==> config.mk <==
export PLATFORM = sky130hd
export DESIGN_NAME = fsm_payout
export DESIGN_NICKNAME = d
export VERILOG_FILES = /design/src/rtl/fsm_sell_pkg.sv /design/src/rtl/ack_timer.sv /design/src/rtl/fsm_payout.sv
export SDC_FILE = /design/constraint.sdc
export NUM_CORES = 1
export LEC_CHECK = 0
export ABC_AREA = 1
export CAP_MARGIN = 20
export CORE_MARGIN = 4
export CORE_UTILIZATION = 47
export DETAILED_ROUTE_END_ITERATION = 10
export MAX_ROUTING_LAYER = met4
export PLACE_DENSITY = 0.74
export SLEW_MARGIN = 10
export SYNTH_ARGS = -nofsm -noshare
export SYNTH_HDL_FRONTEND = slang
export SYNTH_SLANG_ARGS = --single-unit
==> constraint.sdc <==
create_clock -name clk -period 2.3 [get_ports clk]
set_input_delay 0.345 -clock clk [delete_from_list [all_inputs] [get_ports clk]]
set_output_delay 0.345 -clock clk [all_outputs]
set_load 0.02 [all_outputs]
==> src/rtl/fsm_sell_pkg.sv <==
// fsm_sell_pkg: state encodings and constants shared by the
// vending seller and payout FSMs.
package fsm_sell_pkg;

  typedef enum logic [2:0] {
    ST_IDLE    = 3'd0,
    ST_VEND    = 3'd1,
    ST_PAY_REQ = 3'd2,
    ST_PAY_GAP = 3'd3,
    ST_DONE    = 3'd4,
    ST_FAULT   = 3'd5
  } pay_state_t;

  localparam int ACK_TIMEOUT_DEF = 15;
  localparam int UNIT_W_DEF      = 2;

  // coin values in jiao (0.1 yuan)
  localparam int COIN_HALF_JIAO = 5;
  localparam int COIN_ONE_JIAO  = 10;

  // a sale flagged with change always owes at least one coin
  function automatic int units_owed(
    input logic cf,
    input int   cu
  );
    return !cf ? 0 : ((cu == 0) ? 1 : cu);
  endfunction

endpackage

==> src/rtl/ack_timer.sv <==
// ack_timer: counts hopper wait cycles and flags the cycle
// in which the wait limit is reached.
module ack_timer #(
  parameter int LIMIT = 15
) (
  input  logic clk,
  input  logic rst_n,
  input  logic clear,
  input  logic enable,
  output logic expired
);

  localparam int W = $clog2(LIMIT + 1);

  logic [W-1:0] cnt;

  assign expired = enable && (cnt == W'(LIMIT - 1));

  always_ff @(posedge clk or negedge rst_n) begin
    if (!rst_n) begin
      cnt <= '0;
    end else if (clear) begin
      cnt <= '0;
    end else if (enable && !expired) begin
      cnt <= cnt + 1'b1;
    end
  end

endmodule

==> src/rtl/fsm_payout.sv <==
// fsm_payout: vends one item per sale request, pays change
// from the hopper coin by coin, buffers one pending sale.
module fsm_payout
  import fsm_sell_pkg::*;
#(
  parameter int ACK_TIMEOUT = ACK_TIMEOUT_DEF,
  parameter int UNIT_W      = UNIT_W_DEF
) (
  input  logic              clk,
  input  logic              rst,
  input  logic              sell_flag,
  input  logic              change_flag,
  input  logic [UNIT_W-1:0] change_units,
  input  logic              coin_ack,
  output logic              item_out,
  output logic              coin_req,
  output logic              busy,
  output logic              done,
  output logic              overflow,
  output logic              fault
);

  pay_state_t        state, state_n;
  logic [UNIT_W-1:0] units, units_n;
  logic [UNIT_W-1:0] pend_units, pend_units_n;
  logic [UNIT_W-1:0] req_units;
  logic              pend_vld, pend_vld_n;
  logic              ovf_n;
  logic              expired;
  logic              direct;

  assign req_units =
    UNIT_W'(units_owed(change_flag, int'(change_units)));

  // an idle unit with an empty slot launches the request itself
  assign direct = (state == ST_IDLE) && !pend_vld;

  ack_timer #(
    .LIMIT (ACK_TIMEOUT)
  ) u_ack_timer (
    .clk     (clk),
    .rst_n   (rst),
    .clear   (state != ST_PAY_REQ),
    .enable  ((state == ST_PAY_REQ) && !coin_ack),
    .expired (expired)
  );

  always_comb begin
    state_n      = state;
    units_n      = units;
    pend_vld_n   = pend_vld;
    pend_units_n = pend_units;
    ovf_n        = 1'b0;
    unique case (state)
      ST_IDLE: begin
        if (pend_vld) begin
          state_n    = ST_VEND;
          units_n    = pend_units;
          pend_vld_n = 1'b0;
        end else if (sell_flag) begin
          state_n = ST_VEND;
          units_n = req_units;
        end
      end
      ST_VEND: begin
        state_n = (units != '0) ? ST_PAY_REQ : ST_DONE;
      end
      ST_PAY_REQ: begin
        if (coin_ack) begin
          state_n = ST_PAY_GAP;
          if (units != '0) begin
            units_n = units - 1'b1;
          end
        end else if (expired) begin
          state_n = ST_FAULT;
        end
      end
      ST_PAY_GAP: begin
        state_n = (units != '0) ? ST_PAY_REQ : ST_DONE;
      end
      ST_DONE: begin
        if (pend_vld) begin
          state_n    = ST_VEND;
          units_n    = pend_units;
          pend_vld_n = 1'b0;
        end else begin
          state_n = ST_IDLE;
        end
      end
      ST_FAULT: begin
        state_n = ST_FAULT;
      end
      default: begin
        state_n = ST_IDLE;
      end
    endcase
    // a slot freed this cycle is free for the incoming request
    if (sell_flag && state != ST_FAULT && !direct) begin
      if (!pend_vld_n) begin
        pend_vld_n   = 1'b1;
        pend_units_n = req_units;
      end else begin
        ovf_n = 1'b1;
      end
    end
    if (state_n == ST_FAULT) begin
      pend_vld_n = 1'b0;
    end
  end

  always_ff @(posedge clk or negedge rst) begin
    if (!rst) begin
      state      <= ST_IDLE;
      units      <= '0;
      pend_vld   <= 1'b0;
      pend_units <= '0;
      item_out   <= 1'b0;
      coin_req   <= 1'b0;
      busy       <= 1'b0;
      done       <= 1'b0;
      overflow   <= 1'b0;
      fault      <= 1'b0;
    end else begin
      state      <= state_n;
      units      <= units_n;
      pend_vld   <= pend_vld_n;
      pend_units <= pend_units_n;
      item_out   <= (state_n == ST_VEND);
      coin_req   <= (state_n == ST_PAY_REQ);
      busy       <= (state_n != ST_IDLE);
      done       <= (state_n == ST_DONE);
      overflow   <= ovf_n;
      fault      <= (state_n == ST_FAULT);
    end
  end

endmodule
* Word-level counts from Yosys, hierarchy flattened
Index checks and enable logic that the tools add are counted.
** Word-level totals
- Register bits after elaboration :: 18
- Bits of input ports :: 7
- Word-level logic and storage cells :: 72
** Operators by class
- Add/subtract/negate cells :: 2
- Eq/ne operators :: 16
- Mux-type cells :: 22
- Bitwise gates (word level) :: 1
- Reductions and logical operators :: 20
** Operators with widths (number)
- 2-to-1 mux 3 bit :: 5
- case mux 3 bit (5 select lines) :: 1
- 2-to-1 mux 2 bit :: 7
- equality test 3 bit (second input constant) :: 4
- equality test 3 x 2 -> 1 bit (second input constant) :: 3
- 2-to-1 mux 4 bit :: 2
- equality test 3 x 1 -> 1 bit (second input constant) :: 2
- logical AND 1 bit :: 6
- 2-to-1 mux 1 bit :: 6
- != test 3 bit (second input constant) :: 2
- case mux 2 bit (3 select lines) :: 1
- nonzero test 3 bit :: 2
- AND reduction 5 bit :: 1
- adder 4 x 1 -> 4 bit (second input constant) :: 1
- equality test 4 bit (second input constant) :: 1
- logical NOT 1 bit :: 4
- != test 2 bit (second input constant) :: 2
- nonzero test 2 bit :: 2
- OR reduction 2 bit :: 2
- logical NOT 3 bit :: 1
- != test 3 x 2 -> 1 bit (second input constant) :: 1
- logical NOT 2 bit :: 1
- != test 2 x 1 -> 1 bit (second input constant) :: 1
- AND reduction 2 bit :: 1
- other kinds (2) :: 2

* Logic depth before layout (Yosys ltp)
Gate-level depths: netlist (run 1).
- Word-level depth :: 8
- Gate-level depth with buffers :: 10
- Depth with buffers taken out :: 10

* Modules after synthesis
A second synthesis (run 1) with hierarchy kept.
** Unflattened totals
- Cells, all modules :: 141
- Area, all modules :: 1063.5 um2
** By module, submodules not included
- fsm_payout :: times used 1, cells each 108, area an instance 810.8 um2, sequential area each 350.3 um2
- ack_timer :: times used 1, cells each 33, area an instance 252.7 um2, sequential area each 100.1 um2

* Worst setup path after synthesis (run 1)
No wires, ideal clock.
- Kind :: register to register
- Start point :: reg u_ack_timer.cnt[0]
- End point :: reg busy
- Library setup time :: 134 ps
- Data arrival time :: 1108 ps
- Required time :: 2166 ps
- Path slack :: 1058 ps
- Stages on the path, launching flop included :: 10
- Clock period less this slack :: 1242 ps
- Cells stage by stage :: dfrtp_1 > inv_1 > ha_1 > nand2_1 > nor2_1 > nand3_2 > nand2_1 > nand2_1 > nand2_1 > nand4_1
** Between the ends
- Cells in the longest elaborated chain, start to end :: 6
** RTL lines
- start: declaration :: RTL line ack_timer.sv:15 : logic [W-1:0] cnt;
- start signal: assignment :: RTL line ack_timer.sv:25 : cnt <= cnt + 1'b1;
- equality test 4 bit :: RTL line ack_timer.sv:17 : assign expired = enable && (cnt == W'(LIMIT - 1));
- logical AND 1 bit :: RTL line ack_timer.sv:17
- 2-to-1 mux 3 bit :: RTL line fsm_payout.sv:74 : end else if (expired) begin
- 2-to-1 mux 3 bit :: RTL line fsm_payout.sv:69 : if (coin_ack) begin
- case mux 3 bit (5 select lines) :: RTL line fsm_payout.sv:54 : unique case (state)
- nonzero test 3 bit :: RTL line fsm_payout.sv:130 : busy <= (state_n != ST_IDLE);
- end signal: assignment :: RTL line fsm_payout.sv:130
- end: declaration :: RTL line fsm_payout.sv:17 : output logic busy,
No other way between the ends.
A chain may end at the register's enable or synchronous reset.

* Worst setup path after layout (run 1)
- Start point :: reg overflow
- End point :: out overflow
** RTL lines
- start: declaration :: RTL line fsm_payout.sv:19 : output logic overflow,
- start signal: assignment :: RTL line fsm_payout.sv:132 : overflow <= ovf_n;
No word-level cell between the ends.

==> results of run 1 <==
==> metrics by stage <==
stage | hold WS (ns) | cell area, µm² | instances
3_3_place_gp | 0.4626 | 1129 | 161
6_report | 0.3569 | 1165 | 165
5_1_grt | 0.3615 | 1165 | 165
3_5_place_dp | 0.4693 | 1129 | 161
4_1_cts | 0.3593 | 1165 | 165
2_1_floorplan | 0.04941 | 967.2 | 121
==> worst reg2reg max path, cell delays in order (launching register included) <==
cell	delay [ns]
dfrtp_1	0.47
inv_1	0.15
o21ai_0	0.13
a21oi_1	0.24
nand4_1	0.16
nand2_1	0.09
nand2_1	0.05
==> cells in the final DEF (no fill, tap or decap) <==
| master | n |
|---|---|
| o21ai_1 | 2 |
| nand2_2 | 2 |
| ha_1 | 3 |
| o21ai_0 | 5 |
| nand2_1 | 33 |
| nor2_2 | 3 |
| nor2_1 | 14 |
| inv_1 | 14 |
| clkbuf_8 | 1 |
| o211ai_2 | 1 |
| clkbuf_4 | 3 |
| buf_4 | 1 |
| a21oi_1 | 4 |
| nor3_1 | 1 |
| nand3_2 | 2 |
| clkdlybuf4s50_1 | 12 |
| nand4_2 | 2 |
| or2_2 | 1 |
| inv_2 | 2 |
| nor3_4 | 1 |
| nand3_1 | 10 |
| nand4_1 | 2 |
| xnor2_1 | 1 |
| dfrtp_1 | 18 |
==> state kept, by name (all words and copies together), names as in the netlist <==
name and flops:
busy 1, coin_req 1, done 1, fault 1, item_out 1, overflow 1, pend_units 2, pend_vld 1
state 3, u_ack_timer.cnt 4, units 2
==> area by class of cell <==
type | count | area [µm²] | share of cell area [%]
clock buffers | 4 | 36.28 | 3.115
inverters | 16 | 60.06 | 5.156
multi-input cells | 87 | 456.7 | 39.21
flip-flops and latches | 18 | 450.4 | 38.67
well taps | 27 | 33.78 | 2.900
repair buffers | 13 | 127.6 | 10.96
==> layer usage <==
layer  vias to the layer above  GRT usage, %  wire (µm)
li1                        425             -          -
met1                       364         19.48        840
met2                        14         23.67        818
met3                         3         3.380         66
met4                         0         6.383         34
met5                         -             -          0
==> kinds of logic (layout without fill, tap and decap cells) <==
family,count (synthesis),in the layout,share of synthesized area [%]
fa+ha+maj,3,3,3.881
xor+xnor,1,1,0.9057
compound gates,12,12,6.985
simple gates,71,71,35.45
buf+inv,16,33,6.210
flops,18,18,46.57
==> final timing paths <==
check	slack, ns	to	from	cells past startpoint
worst min register to register	0.49	units[0]	units[0]	2
worst min-delay path	0.36	state[2]	rst	2
worst max-delay path	0.72	overflow	overflow	1
min in group clk	0.49	units[0]	units[0]	2
worst max register to register	0.92	units[1]	state[2]	6
max in group asynchronous	1.76	u_ack_timer.cnt[3]	rst	2
==> power groups by stage <==
stage / Sequential, mW / Clock, mW / Combinational [mW]
6_report: 0.504 / 0.198 / 0.688
5_1_grt: 0.518 / 0.218 / 0.777
4_1_cts: 0.504 / 0.203 / 0.690
3_5_place_dp: 0.511 / 0 / 0.682
3_3_place_gp: 0.509 / 0 / 0.667
2_1_floorplan: 0.545 / 0 / 0.452
==> flow_summary.ini, run 1 <==
[outcome]
status = complete, no violations

[logic_synthesis]
synth_top_cell_area_share_pct = 46.57
yosysMostFrequentCell = nand2_1
synth_ff_type = dfrtp_1
avgSynthCellArea_um2 = 7.993
synthesis.area_um2 = 967.2
async_flop_share_pct = 100.0
synth.distinct_cells = 20
synth.area.top_cells = dfrtp_1 (47%), nand2_1 (13%), inv_1 (5.4%)
syn-num-nets = 131
yosysTopAreaCell = dfrtp_1
synth_cells = 121
synth_edf_count = 0
ys_seq_area_share_pct = 46.57
synthTopCellsByCount = nand2_1 (33), dfrtp_1 (18), inv_1 (14), nor2_1 (14), nand3_1 (10)
synth_warnings = 0
ys_ff_latch = 18

[floorplan]
dieWidth_um = 53.37
die_area_mm2 = 0.002848
io_pins = 13
rows = 16
start_util_pct = 49.30
core_mm2 = 0.001962
die_h_um = 53.37

[power]
p_switching_uw = 601.5
combPwrFrac_pct = 49.5
peakVddDrop_mv = 0.5382
p_leak_nw = 0.5642
switching_share_pct = 43.28
power_density_mw_per_mm2 = 1193
intPower_uw = 788.3
p_seq_share_pct = 36.3
clkPwrFrac_pct = 14.3
power_mw = 1.390

[routing]
drtPass1Iterations = 4
route.detailed.drc = 0
wl_mm = 1.760
viasPerCell = 4.885
postRouteAntennaNets = 0
routedWlPerCell_um = 10.67
initialDrtViolationCount = 14
vias = 806

[clock_tree]
cts_setup_buffers = 0
cts_buffers = 3
cts_tree = built
cts_resized = 0
cts_buffer_depth = 2
htreeDepth = 1
root_buffer = clkbuf_4
clk_pin_slew_ns = 0.10
clock_latency_ns = 0.30
hold_buffers = 0
clock-sinks = 18

[cells_and_area]
utilization_pct = 59.38
fin_nets = 149
antennaDiodeCount = 0
layout-drive-gt1-share_pct = 13.77
area_growth_pct = 20.44
fillers = 184

[worst_setup_path]
end_kind = output pin
path_max_fanout = 1
critical_path_class = flop to output pin
slowest_stage = clkdlybuf4s50_1
critPathRequiredTime_ns = 1.96
critPathArrivalTime_ns = 1.24
path_cells = clkdlybuf4s50_1
max_stage_delay_ns = 0.60
crit_family = buffers and inverters
start_kind = flop
cp.buffers_inverters = 1

[placed_design]
port_buffers = 12
place_ws_ns = 0.7673
place.gp.congestion = 0.8252
dp_hpwl_mm = 1.382

[global_routing]
grt_max_degree = 19
grt_pass1_vias = 734
gr-total-overflow = 0
grtUsageTotal_pct = 15.41
grt_pass1_wl_mm = 3.084
antenna_found_initial = 0

[sta]
period_minus_slack_ns = 1.585
rsz0062_at_grt = false
finalHoldViolations = 0
fin_skew_ns = 0.003009
final_max_slew_viol_count = 0
max_slew_margin_pct = 75.62
period_share_pct = 68.90
layout_setup_ws_ns = 0.7152
max_freq_ghz = 0.6310
final-setup-viol-count = 0
max_slew.worst_pin.slew_ns = 0.3645
setup_tns_ns = 0

[flow_run]
maxCapViolCount = 0

[worst_hold_path]
hp-class = input pin to async pin
(Power assumes the default switching activity.)
==> run 2: changes to the inputs <==
PLACE_DENSITY = 0.77   (was 0.74)
clock period = 1.4 ns   (was 2.3 ns; I/O delays follow)
==> run 2 against run 1 <==
Net effect:
- sequential share of layout area down 2.0 points
- register-to-register slack worse by 0.89 ns
- final cell count up 4.8%
- worst hold slack worse by 0.12 ns
- via count up 10%
- core utilization up 3.5 points
- flip-flop and latch count unchanged
- highest routed layer unchanged
- clock skew up 0.0052 ns
- total power up 69%
- non-clock buffer count up 8
- critical endpoint is now pend_vld
- setup slack worse by 0.68 ns
- combinational power up 73%
==> flow_summary.ini, run 2 (synthesized netlist as in run 1, its figures left out) <==
[floorplan]
io_pins = 13
rows = 16
start_util_pct = 49.30
core_mm2 = 0.001962
die_area_mm2 = 0.002848
die_h_um = 53.37
dieWidth_um = 53.37

[routing]
viasPerCell = 5.139
postRouteAntennaNets = 0
routedWlPerCell_um = 12.26
vias = 889
drtPass1Iterations = 4
route.detailed.drc = 0
initialDrtViolationCount = 24
wl_mm = 2.121

[global_routing]
grt_pass1_vias = 849
grtUsageTotal_pct = 17.02
grt_pass1_wl_mm = 3.374
antenna_found_initial = 0
grt_max_degree = 19
gr-total-overflow = 0

[clock_tree]
clock-sinks = 18
clk_pin_slew_ns = 0.11
clock_latency_ns = 0.30
cts_buffers = 3
cts_tree = built
root_buffer = clkbuf_4
cts_buffer_depth = 2
htreeDepth = 1
hold_buffers = 0

[worst_setup_path]
cp.buffers_inverters = 3
slowest_stage = dfrtp_1
critical_path_class = flop to flop
crit_family = flip-flops
critPathArrivalTime_ns = 1.55
worst_path_most_repeated_cell = buf_4
path_max_fanout = 2
reg2reg_depth = 9
critPathRequiredTime_ns = 1.58
end_kind = flop
max_stage_delay_ns = 0.40
path_cells = inv_2, ha_2, nand2_1, nor2_2, nand3_2, buf_4, nand2_2, buf_4, a21oi_1
start_kind = flop
ff2ff_setup_slack_ns = 0.03
worst-path-stages = 9

[sta]
final_max_slew_viol_count = 0
max_freq_ghz = 0.7320
fin_skew_ns = 0.008183
max_slew_margin_pct = 78.01
max_slew.worst_pin.slew_ns = 0.3288
finalHoldViolations = 0
final-setup-viol-count = 0
period_share_pct = 97.58
period_minus_slack_ns = 1.366
rsz0062_at_grt = true

[cells_and_area]
antennaDiodeCount = 0
layout-drive-gt1-share_pct = 24.66
area_growth_pct = 27.55
final_cell_mix = nand2_1 (32), dfrtp_1 (16), inv_1 (12), nor2_1 (12), nand3_1 (10)
utilization_pct = 62.88
fillers = 172
largestRegisters = u_ack_timer.cnt (4), state (3)
largest_reg_flops = 4
fin_nets = 157
final_common_cell = nand2_1
top_register = u_ack_timer.cnt

[flow_run]
maxCapViolCount = 0

[power]
p_leak_nw = 0.6229
power_density_mw_per_mm2 = 1908
power_mw = 2.354
peakVddDrop_mv = 1.007

[worst_hold_path]
hp-class = input pin to async pin

[placed_design]
place.gp.congestion = 0.8906
dp_hpwl_mm = 1.537
port_buffers = 12

[outcome]
status = complete, no violations
[run 2: through the flow]
step,cell area [µm²],hold slack [ns],setup TNS [ns],setup WS [ns],instances
after floorplan,967.2,-0.08559,0,0.1577,121
after global placement,1144,0.4595,0,0.01495,163
after detailed placement,1144,0.4644,-0.06236,-0.06236,163
after CTS,1172,0.2387,0,0.01239,167
after global routing,1234,0.2567,-0.07334,-0.03115,173
final,1234,0.2337,0,0.03389,173
[run 2: layout make-up]
| class | count | area (µm²) | area share, % |
|---|---|---|---|
| Clock buffer | 4 | 36.28 | 2.941 |
| Inverter | 16 | 60.06 | 4.868 |
| Multi-Input combinational cell | 87 | 470.5 | 38.13 |
| Sequential cell | 18 | 452.9 | 36.71 |
| Tap cell | 27 | 33.78 | 2.738 |
| Timing Repair Buffer | 21 | 180.2 | 14.60 |
[run 2: routing by layer]
layer / GRT usage (%) / vias to the layer above / share of wire, %
li1: - / 440 / -
met1: 20.14 / 408 / 41
met2: 28.37 / 36 / 50
met3: 2.817 / 5 / 7.0
met4: 7.234 / 0 / 1.9
met5: - / - / 0
[run 2: repair_timing]
| item | in CTS | in global routing |
|---|---|---|
| resized for setup | 6 | 9 |
| setup endpoints to repair | 7 | 8 |
| buffers inserted | 0 | 6 |
| pin swaps | 1 | 4 |
[run 2: worst paths after layout]
path	from	end
setup / recovery	u_ack_timer.cnt[0]	pend_vld
min in group clk	units[0]	units[0]
hold reg to reg	units[0]	units[0]
max in group asynchronous	rst	state[0]
hold / removal	rst	state[2]
setup reg to reg	u_ack_timer.cnt[0]	pend_vld
[run 2: power by group]
part / leakage [nW] / internal (mW) / switching, mW
Combinational: 0.370 / 0.453 / 0.742
Clock: 0.0210 / 0.159 / 0.161
Sequential: 0.232 / 0.700 / 0.139
